File: src/rtl/uart_arb_pkg.sv
// Shared types and widths for the UART transmit arbiter.
package uart_arb_pkg;

    localparam int unsigned UART_BYTE_W = 8;
    localparam int unsigned BURST_W     = 8;

    typedef enum logic [2:0] {
        IDLE,
        LOAD,
        ISSUE,
        WAIT_LO,
        WAIT_HI,
        RELEASE
    } arb_state_t;

endpackage

File: src/rtl/uart_tx_arbiter_rr_pick.sv
// Round-robin picker: first asserted request at or after the pointer, wrapping.
module rr_pick #(
    parameter int unsigned N     = 4,
    parameter int unsigned IDX_W = (N > 1) ? $clog2(N) : 1
) (
    input  logic [N-1:0]     i_req,
    input  logic [IDX_W-1:0] i_ptr,
    output logic             o_any,
    output logic [IDX_W-1:0] o_idx
);

    // Scan N positions starting at the pointer; the first hit wins.
    always_comb begin
        int unsigned w_pos;
        o_any = 1'b0;
        o_idx = '0;
        w_pos = 0;
        for (int unsigned k = 0; k < N; k++) begin
            w_pos = 32'(i_ptr) + k;
            if (w_pos >= N) begin
                w_pos = w_pos - N;
            end
            if (!o_any && i_req[IDX_W'(w_pos)]) begin
                o_any = 1'b1;
                o_idx = IDX_W'(w_pos);
            end
        end
    end

endmodule

File: src/rtl/uart_tx_arbiter.sv
// Shares one uart_tx among N_REQ byte-stream requesters with packet-granular
// round-robin grants, a burst cap and a mid-packet stall timeout.
module uart_tx_arbiter
    import uart_arb_pkg::*;
#(
    parameter int unsigned N_REQ         = 4,
    parameter int unsigned MAX_BURST     = 16,
    parameter int unsigned STALL_TIMEOUT = 1024
) (
    input  logic                         clk_in,
    input  logic                         rst_n_in,
    input  logic [N_REQ-1:0]             req_valid_in,
    input  logic [N_REQ*UART_BYTE_W-1:0] req_byte_in,
    input  logic [N_REQ-1:0]             req_last_in,
    output logic [N_REQ-1:0]             req_ready_out,
    output logic                         tx_valid_out,
    output logic [UART_BYTE_W-1:0]       tx_byte_out,
    input  logic                         tx_ready_in,
    output logic [N_REQ-1:0]             grant_out,
    output logic                         busy_out
);

    localparam int unsigned IDX_W   = $clog2(N_REQ);
    localparam int unsigned STALL_W = $clog2(STALL_TIMEOUT) + 1;

    arb_state_t             r_state;
    logic [IDX_W-1:0]       r_ptr;
    logic [IDX_W-1:0]       r_gidx;
    logic [N_REQ-1:0]       r_grant;
    logic [UART_BYTE_W-1:0] r_byte;
    logic                   r_last;
    logic [BURST_W-1:0]     r_burst_cnt;
    logic [STALL_W-1:0]     r_stall_cnt;
    logic                   r_tx_valid;
    logic                   r_busy;

    logic                   w_any;
    logic [IDX_W-1:0]       w_pick;
    logic                   w_load;
    logic                   w_accept;
    logic [UART_BYTE_W-1:0] w_byte_sel;
    logic                   w_last_sel;

    rr_pick #(
        .N     (N_REQ),
        .IDX_W (IDX_W)
    ) u_rr_pick (
        .i_req (req_valid_in),
        .i_ptr (r_ptr),
        .o_any (w_any),
        .o_idx (w_pick)
    );

    // Holder's byte lane and accept strobe; ready is only offered in LOAD.
    assign w_load        = (r_state == LOAD);
    assign w_byte_sel    = req_byte_in[32'(r_gidx) * UART_BYTE_W +: UART_BYTE_W];
    assign w_last_sel    = req_last_in[r_gidx];
    assign w_accept      = w_load && req_valid_in[r_gidx];
    assign req_ready_out = w_load ? (req_valid_in & r_grant) : '0;

    assign tx_valid_out  = r_tx_valid;
    assign tx_byte_out   = r_byte;
    assign grant_out     = r_grant;
    assign busy_out      = r_busy;

    // Arbitration FSM with its counters and registered outputs.
    always_ff @(posedge clk_in or negedge rst_n_in) begin
        if (!rst_n_in) begin
            r_state     <= IDLE;
            r_ptr       <= '0;
            r_gidx      <= '0;
            r_grant     <= '0;
            r_byte      <= '0;
            r_last      <= 1'b0;
            r_burst_cnt <= '0;
            r_stall_cnt <= '0;
            r_tx_valid  <= 1'b0;
            r_busy      <= 1'b0;
        end else begin
            case (r_state)
                IDLE: begin
                    r_stall_cnt <= '0;
                    if (w_any) begin
                        r_gidx      <= w_pick;
                        r_grant     <= N_REQ'(1) << w_pick;
                        r_burst_cnt <= '0;
                        r_busy      <= 1'b1;
                        r_state     <= LOAD;
                    end
                end
                LOAD: begin
                    if (w_accept) begin
                        r_byte      <= w_byte_sel;
                        r_last      <= w_last_sel;
                        r_stall_cnt <= '0;
                        r_tx_valid  <= 1'b1;
                        r_state     <= ISSUE;
                        if (r_burst_cnt < BURST_W'(MAX_BURST)) begin
                            r_burst_cnt <= r_burst_cnt + BURST_W'(1);
                        end
                    end else begin
                        r_stall_cnt <= r_stall_cnt + STALL_W'(1);
                        if (r_stall_cnt == STALL_W'(STALL_TIMEOUT - 1)) begin
                            r_state <= RELEASE;
                        end
                    end
                end
                ISSUE: begin
                    if (tx_ready_in) begin
                        r_tx_valid <= 1'b0;
                        r_state    <= WAIT_LO;
                    end
                end
                WAIT_LO: begin
                    if (!tx_ready_in) begin
                        r_state <= WAIT_HI;
                    end
                end
                WAIT_HI: begin
                    if (tx_ready_in) begin
                        if (r_last || (r_burst_cnt == BURST_W'(MAX_BURST))) begin
                            r_state <= RELEASE;
                        end else begin
                            r_state <= LOAD;
                        end
                    end
                end
                RELEASE: begin
                    r_ptr   <= (r_gidx == IDX_W'(N_REQ - 1)) ? '0 : r_gidx + IDX_W'(1);
                    r_grant <= '0;
                    r_busy  <= 1'b0;
                    r_state <= IDLE;
                end
                default: begin
                    r_state <= IDLE;
                end
            endcase
        end
    end

endmodule

File: config.mk
export PLATFORM = sky130hd
export DESIGN_NAME = uart_tx_arbiter
export DESIGN_NICKNAME = d
export VERILOG_FILES = /design/src/rtl/uart_arb_pkg.sv /design/src/rtl/uart_tx_arbiter_rr_pick.sv /design/src/rtl/uart_tx_arbiter.sv
export SDC_FILE = /design/constraint.sdc
export NUM_CORES = 1
export LEC_CHECK = 0
export ABC_CLOCK_PERIOD_IN_PS = 2500
export CAP_MARGIN = 30
export CORE_MARGIN = 2
export CORE_UTILIZATION = 48
export CTS_BUF_LIST = sky130_fd_sc_hd__clkbuf_8 sky130_fd_sc_hd__clkbuf_16
export DETAILED_ROUTE_END_ITERATION = 12
export PLACE_DENSITY = 0.8
export SYNTH_ARGS = -nofsm -noshare
export SYNTH_HDL_FRONTEND = slang
export SYNTH_SLANG_ARGS = --single-unit
File: constraint.sdc
create_clock -name clk_in -period 2.5 [get_ports clk_in]
set_input_delay 0.75 -clock clk_in [delete_from_list [all_inputs] [get_ports clk_in]]
set_output_delay 0.75 -clock clk_in [all_outputs]
set_load 0.005 [all_outputs]
# Yosys cells after proc, flatten, opt, wreduce, memory -nomap -nowiden
# Cells that the tools add are included.
[totals]
register_bits = 41
in_bits = 43
out_inout_bits = 18
word_cells = 113
[op_classes]
n_addsub = 10
magnitude_cmp = 10
n_eq_ne = 15
n_shift = 2
mux = 47
bitwise = 1
n_reduce_logical = 18
[ops]
columns = ["cell", "n"]
rows = [
  ["32-bit by 6-bit variable part select with 8-bit output", 1],
  ["8-bit two-way mux", 3],
  ["11-bit case mux with 2 select lines", 1],
  ["3-bit two-way mux", 7],
  ["2-bit two-way mux", 9],
  ["8-bit case mux with 2 select lines", 1],
  ["2-bit by 3-bit < comparator with 1-bit output, second input constant", 5],
  ["3-bit case mux with 5 select lines", 1],
  ["1-bit two-way mux", 13],
  ["1-bit binary-select mux with 2-bit select", 6],
  ["11-bit by 1-bit adder with 11-bit output, second input constant", 1],
  ["11-bit by 10-bit equality test with 1-bit output, second input constant", 1],
  ["11-bit two-way mux", 1],
  ["3-bit >= comparator, second input constant", 3],
  ["8-bit by 1-bit adder with 8-bit output, second input constant", 1],
  ["8-bit by 5-bit equality test with 1-bit output, second input constant", 1],
  ["8-bit by 5-bit < comparator with 1-bit output, second input constant", 1],
  ["4-bit two-way mux", 2],
  ["4-bit case mux with 2 select lines", 1],
  ["2-bit by 1-bit subtractor with 2-bit output, second input constant", 4],
  ["2-bit by 2-bit adder with 3-bit output, second input constant", 2],
  ["3-bit by 2-bit equality test with 1-bit output, second input constant", 2],
  ["3-bit equality test, second input constant", 2],
  ["2-bit by 1-bit != test with 1-bit output, second input constant", 3],
  ["19 further kinds", 31],
]

# Logic depth before layout (Yosys ltp)
# Gate-level depths: netlist (run 1).
[logic_depth]
depth_word = 17
ltp_mapped = 6
mapped_depth_nobuf = 5

# Cells and area by module
# Synthesis (run 1) repeated with hierarchy kept, for this count alone.
[unflattened]
cells_unflattened = 231
area_unflattened_um2 = 2296.0
[modules_own_cells]
columns = ["mod", "instances", "cells_per_inst", "area_per_inst_um2"]
rows = [
  ["uart_tx_arbiter", 1, 216, 2218.4],
  ["rr_pick", 1, 15, 77.6],
]

# Worst setup path after synthesis (run 1)
# OpenSTA, ideal clock, no wires.
[synth_timing]
kind = "input port to flip-flop"
start = "input req_valid_in[3]"
end = "register r_stall_cnt[7]"
setup_ns = 0.083
arrival_time_ns = 2.021
t_required_ns = 2.417
setup_slack_ns = 0.397
stages = 5
n_path_buf = 1
cell_sequence = "mux4_2 -> or2_1 -> buf_6 -> or3_1 -> o21ai_0"
[synth_via]
elab_chain_len = 5
[synth_rtl]
columns = ["element", "line_no", "source"]
rows = [
  ["start: declaration", "uart_tx_arbiter.sv:12", "input logic [N_REQ-1:0] req_valid_in,"],
  ["1-bit binary-select mux with 2-bit select", "uart_tx_arbiter.sv:58", "assign w_accept = w_load && req_valid_in[r_gidx];"],
  ["1-bit two-way mux (not written as such)", "uart_tx_arbiter.sv:58", ""],
  ["1-bit logical AND", "uart_tx_arbiter.sv:58", ""],
  ["11-bit two-way mux", "uart_tx_arbiter.sv:92", "if (w_accept) begin"],
  ["11-bit case mux with 2 select lines", "uart_tx_arbiter.sv:80", "case (r_state)"],
  ["end signal: assignment", "uart_tx_arbiter.sv:102", "r_stall_cnt <= r_stall_cnt + STALL_W'(1);"],
  ["end: declaration", "uart_tx_arbiter.sv:33", "logic [STALL_W-1:0] r_stall_cnt;"],
]
# Every way passes these cells. The select of a mux whose other input is x is not followed.
# A chain may end at the register's enable or synchronous reset.

# Worst setup path in the final report (run 1)
[layout_timing]
start = "register r_state[2]"
end = "output req_ready_out[3]"
[layout_via]
elab_chain_len = 2
[layout_rtl]
columns = ["element", "line_no", "source"]
rows = [
  ["start: declaration", "uart_tx_arbiter.sv:26", "arb_state_t r_state;"],
  ["start signal: assignment", "uart_tx_arbiter.sv:69", "r_state <= IDLE;"],
  ["start signal: assignment", "uart_tx_arbiter.sv:88", "r_state <= LOAD;"],
  ["start signal: assignment", "uart_tx_arbiter.sv:97", "r_state <= ISSUE;"],
  ["3-bit by 1-bit equality test with 1-bit output", "uart_tx_arbiter.sv:55", "assign w_load = (r_state == LOAD);"],
  ["4-bit two-way mux", "uart_tx_arbiter.sv:59", "assign req_ready_out = w_load ? (req_valid_in & r_grant) : '0;"],
  ["end: declaration", "uart_tx_arbiter.sv:15", "output logic [N_REQ-1:0] req_ready_out,"],
]
# Every way passes these cells.

==> implementation parameters, run 1 <==
Parameter                              Value

Critical path
  Arrival time of the worst setup path    between 1.5 and 2 ns
  Required @ worst endpoint    between 1.5 and 2 ns
  Critical Path End Type    primary output
  Kind of critical path    reg2out
  Crit start category    register
  Slowest library cell on the worst path    sky130_fd_sc_hd__clkdlybuf4s50_1
  Peak per-stage delay on the critical path    around 0.50 ns
  Largest delay contributor family on the critical path    buffers and inverters
  Max Fanout on Critical Path    5
  Worst Path Buf+Inv    2
  Series of cell instances along the critical path    nor3b_2 > buf_4 > and3_1 > clkdlybuf4s50_1

Logic synthesis
  Synth cell count leaders    sky130_fd_sc_hd__dfrtp_1 (41), sky130_fd_sc_hd__nand2_1 (21), sky130_fd_sc_hd__o21ai_0 (15)
  Seq cells post-synth    41
  Netlist cell types    42
  Fraction of synthesized cell area taken by the top area cell type    between 40% and 50%
  Synthesis Warnings    0
  Fraction of the yosys area taken by sequential cells    45.5%
  Main synth FF type    sky130_fd_sc_hd__dfrtp_1
  Post-Synthesis Cells    between 200 and 250
  Most frequent cell after synthesis    sky130_fd_sc_hd__dfrtp_1
  Leading post-synthesis cells by cell area    sky130_fd_sc_hd__dfrtp_1 (45%), sky130_fd_sc_hd__mux4_2 (10%), sky130_fd_sc_hd__mux2_2 (5.0%)
  Syn_area_per_cell    10.3 um2
  Post-synthesis cell type with the largest combined area    sky130_fd_sc_hd__dfrtp_1
  Number of enable-type register cells in the synthesized netlist    0
  Post-synthesis instance area    approximately 2300 um2
  Async S/R FF share, synth    100%
  Post-synth net total    265

Clock tree
  Clk root buf    sky130_fd_sc_hd__clkbuf_8
  Maximum buffer depth of the clock tree    2
  Total clock sinks    41
  Worst-skew pair later-pin latency    0.29 ns
  CTS tree    done
  Total clock buffers created by CTS    5
  Hold-fix buffers at CTS    0
  H-tree depth    2
  Clock transition at path regs    roughly 0.080 ns

Cells and area
  Layout cell share with drive strength beyond 1    18.3%
  Final core utilization    a little over 70%
  Final antenna diode count    0
  Footprint of the multi-input gates    1150 um2
  Final net count    346
  Finished layout cell area    3180 um2
  Filler cell count in the final layout    322
  P&R area growth vs syn    40.9%
  Area taken by flip-flops and latches    1030 um2

STA
  Final number of setup-violating endpoints    0
  Final worst-path cycle share    a little over nine tenths
  Minimum clock period    2.42 ns
  Upper clock frequency limit    413 MHz
  Max-slew violation count    0
  Final hold violation count    0
  Worst Tran Pin Value    0.512 ns
  Relative max-transition margin    65.9%
  Fin Clk Skew    0.00809 ns

Placement
  Number of input and output port buffers inserted    60
  Gpl congestion    0.907
  HPWL after detailed placement    roughly 4000 um
  Post-detailed-placement cell area    3050 um2

Drt
  ANT nets after route    0
  Vias after detailed routing    2034
  Detailed-route wire length    5440 um
  Violation count after the first detailed-routing iteration    85
  Pre-Repair DR Iteration Count    4
  Number of design rule violations left after detail routing    0
  Vias per inst    5.78
  WL/cell    approximately 15 um

Run
  Number of max-cap violations    0

Power and ir drop
  Worst voltage drop across the vdd grid    0.649 mV
  Total power per unit cell area    950 nW/um2
  Leakage    1.40 nW

Floorplanning
  Standard-cell row count    24
  Number of top-level design ports    61
  Die span in x    72.6 um
  Initial Utilization    50.8%
  Overall die height    72.6 um
  Core box area    4440 um2
  DIE AREA    5260 um2

GRT
  Maximum number of pins on one net before global-route repair    42
  GRT Resource Usage Total    between 20% and 30%
  Initial antenna violation count    0
  Final global-route overflow total    0
  Vias in the first global route    2066
  First-pass GRT wire length    9180 um

Worst hold path
  Worst min-delay path category    in2async

Run status
  Result of the run    completed
## final timing paths
kind / slack, ns / end / depth (start not counted) / startpoint
min reg2reg: 0.49 / busy_out / 2 / busy_out
max reg2reg: 0.57 / grant_out[3] / 5 / r_state[2]
max in group asynchronous: 1.63 / r_gidx[0] / 2 / rst_n_in
min in group clk_in: 0.49 / busy_out / 2 / busy_out
max: 0.08 / req_ready_out[3] / 4 / r_state[2]
min: 0.49 / r_stall_cnt[2] / 2 / rst_n_in
## final cells by class
class	count	share of cell area, %
flip-flops and latches	41	32.3
well taps	52	2.05
clock buffers	6	2.60
clock inverters	2	1.06
repair buffers	84	24.6
multi-input cells	157	36.2
inverters	10	1.18
## layout by cell type (no fill, tap or decap), drive strengths merged, types with 2 or more instances in the layout
master,n
clkdlybuf4s50,55
dfrtp,41
buf,25
nand2,21
o21ai,15
a21oi,14
inv,11
nor2,11
mux4,10
mux2,10
nand3,9
and3,8
or3,7
o31ai,6
clkbuf,6
nand4,5
and2,4
ha,4
dlygate4sd2,4
nor4,3
mux2i,3
nand2b,3
nor3,3
o21a,2
o22a,2
a31oi,2
or2,2
## report_power, final
group	switching [mW]	leakage (nW)	internal, mW	total, mW
logic	0.657	0.804	0.808	1.46
registers	0.146	0.531	0.858	1.00
clock network	0.230	0.0626	0.322	0.551
## flip-flops by register name (all words and copies together), names as in the netlist
name and flops:
r_stall_cnt 11, r_burst_cnt 8, tx_byte_out 8, grant_out 4
r_state 3, r_gidx 2, r_ptr 2, busy_out 1
r_last 1, tx_valid_out 1
## timing repair
action / CTS / global route
setup buffers: 0 / 1
gates resized for setup: 4 / 1
endpoints found under the setup margin: 4 / 1
## layer usage
metal | GRT usage, % | vias up | wire, um
li1 | - | 961 | -
met1 | 27.7 | 986 | 2250
met2 | 38.2 | 77 | 2760
met3 | 5.42 | 10 | 354
met4 | 7.20 | 0 | 72
met5 | 0 | - | 0
## through the flow
stage | total power, mW | hold WS (ns) | worst slack [ns] | setup TNS, ns | std cells
2_1_floorplan | 1.82 | 0.454 | 0.397 | 0 | 218
3_3_place_gp | 2.42 | 0.468 | -0.142 | -2.05 | 343
3_5_place_dp | 2.47 | 0.467 | -0.167 | -2.48 | 343
4_1_cts | 3.02 | 0.491 | 0.00277 | 0 | 351
5_1_grt | 3.24 | 0.536 | -0.00306 | -0.00306 | 352
6_report | 3.02 | 0.493 | 0.0763 | 0 | 352
## kinds of logic (layout without fill, tap and decap cells)
family	after synthesis	count (layout)	synth area share [%]
multiplexers	23	23	16.3
adder cells (fa/ha/maj)	4	4	2.22
XOR/XNOR	2	2	0.777
buffers and inverters	20	102	3.77
AND/OR/NAND/NOR	80	80	18.4
AO/OA/AOI/OAI	48	48	13.1
flip-flops	41	41	45.5
Power figures use the tool's default switching activity.
==> run 2, diff against run 1 <==
--- a/config.mk
+++ b/config.mk
@@ -10,6 +10,7 @@
 export CORE_MARGIN = 2
 export CORE_UTILIZATION = 48
 export CTS_BUF_LIST = sky130_fd_sc_hd__clkbuf_8 sky130_fd_sc_hd__clkbuf_16
+export CTS_CLUSTER_DIAMETER = 30
 export DETAILED_ROUTE_END_ITERATION = 12
 export PLACE_DENSITY = 0.8
 export SYNTH_ARGS = -nofsm -noshare
==> results of run 2 <==
Same layout as run 1: the final DEF is identical, and so are final timing and power.
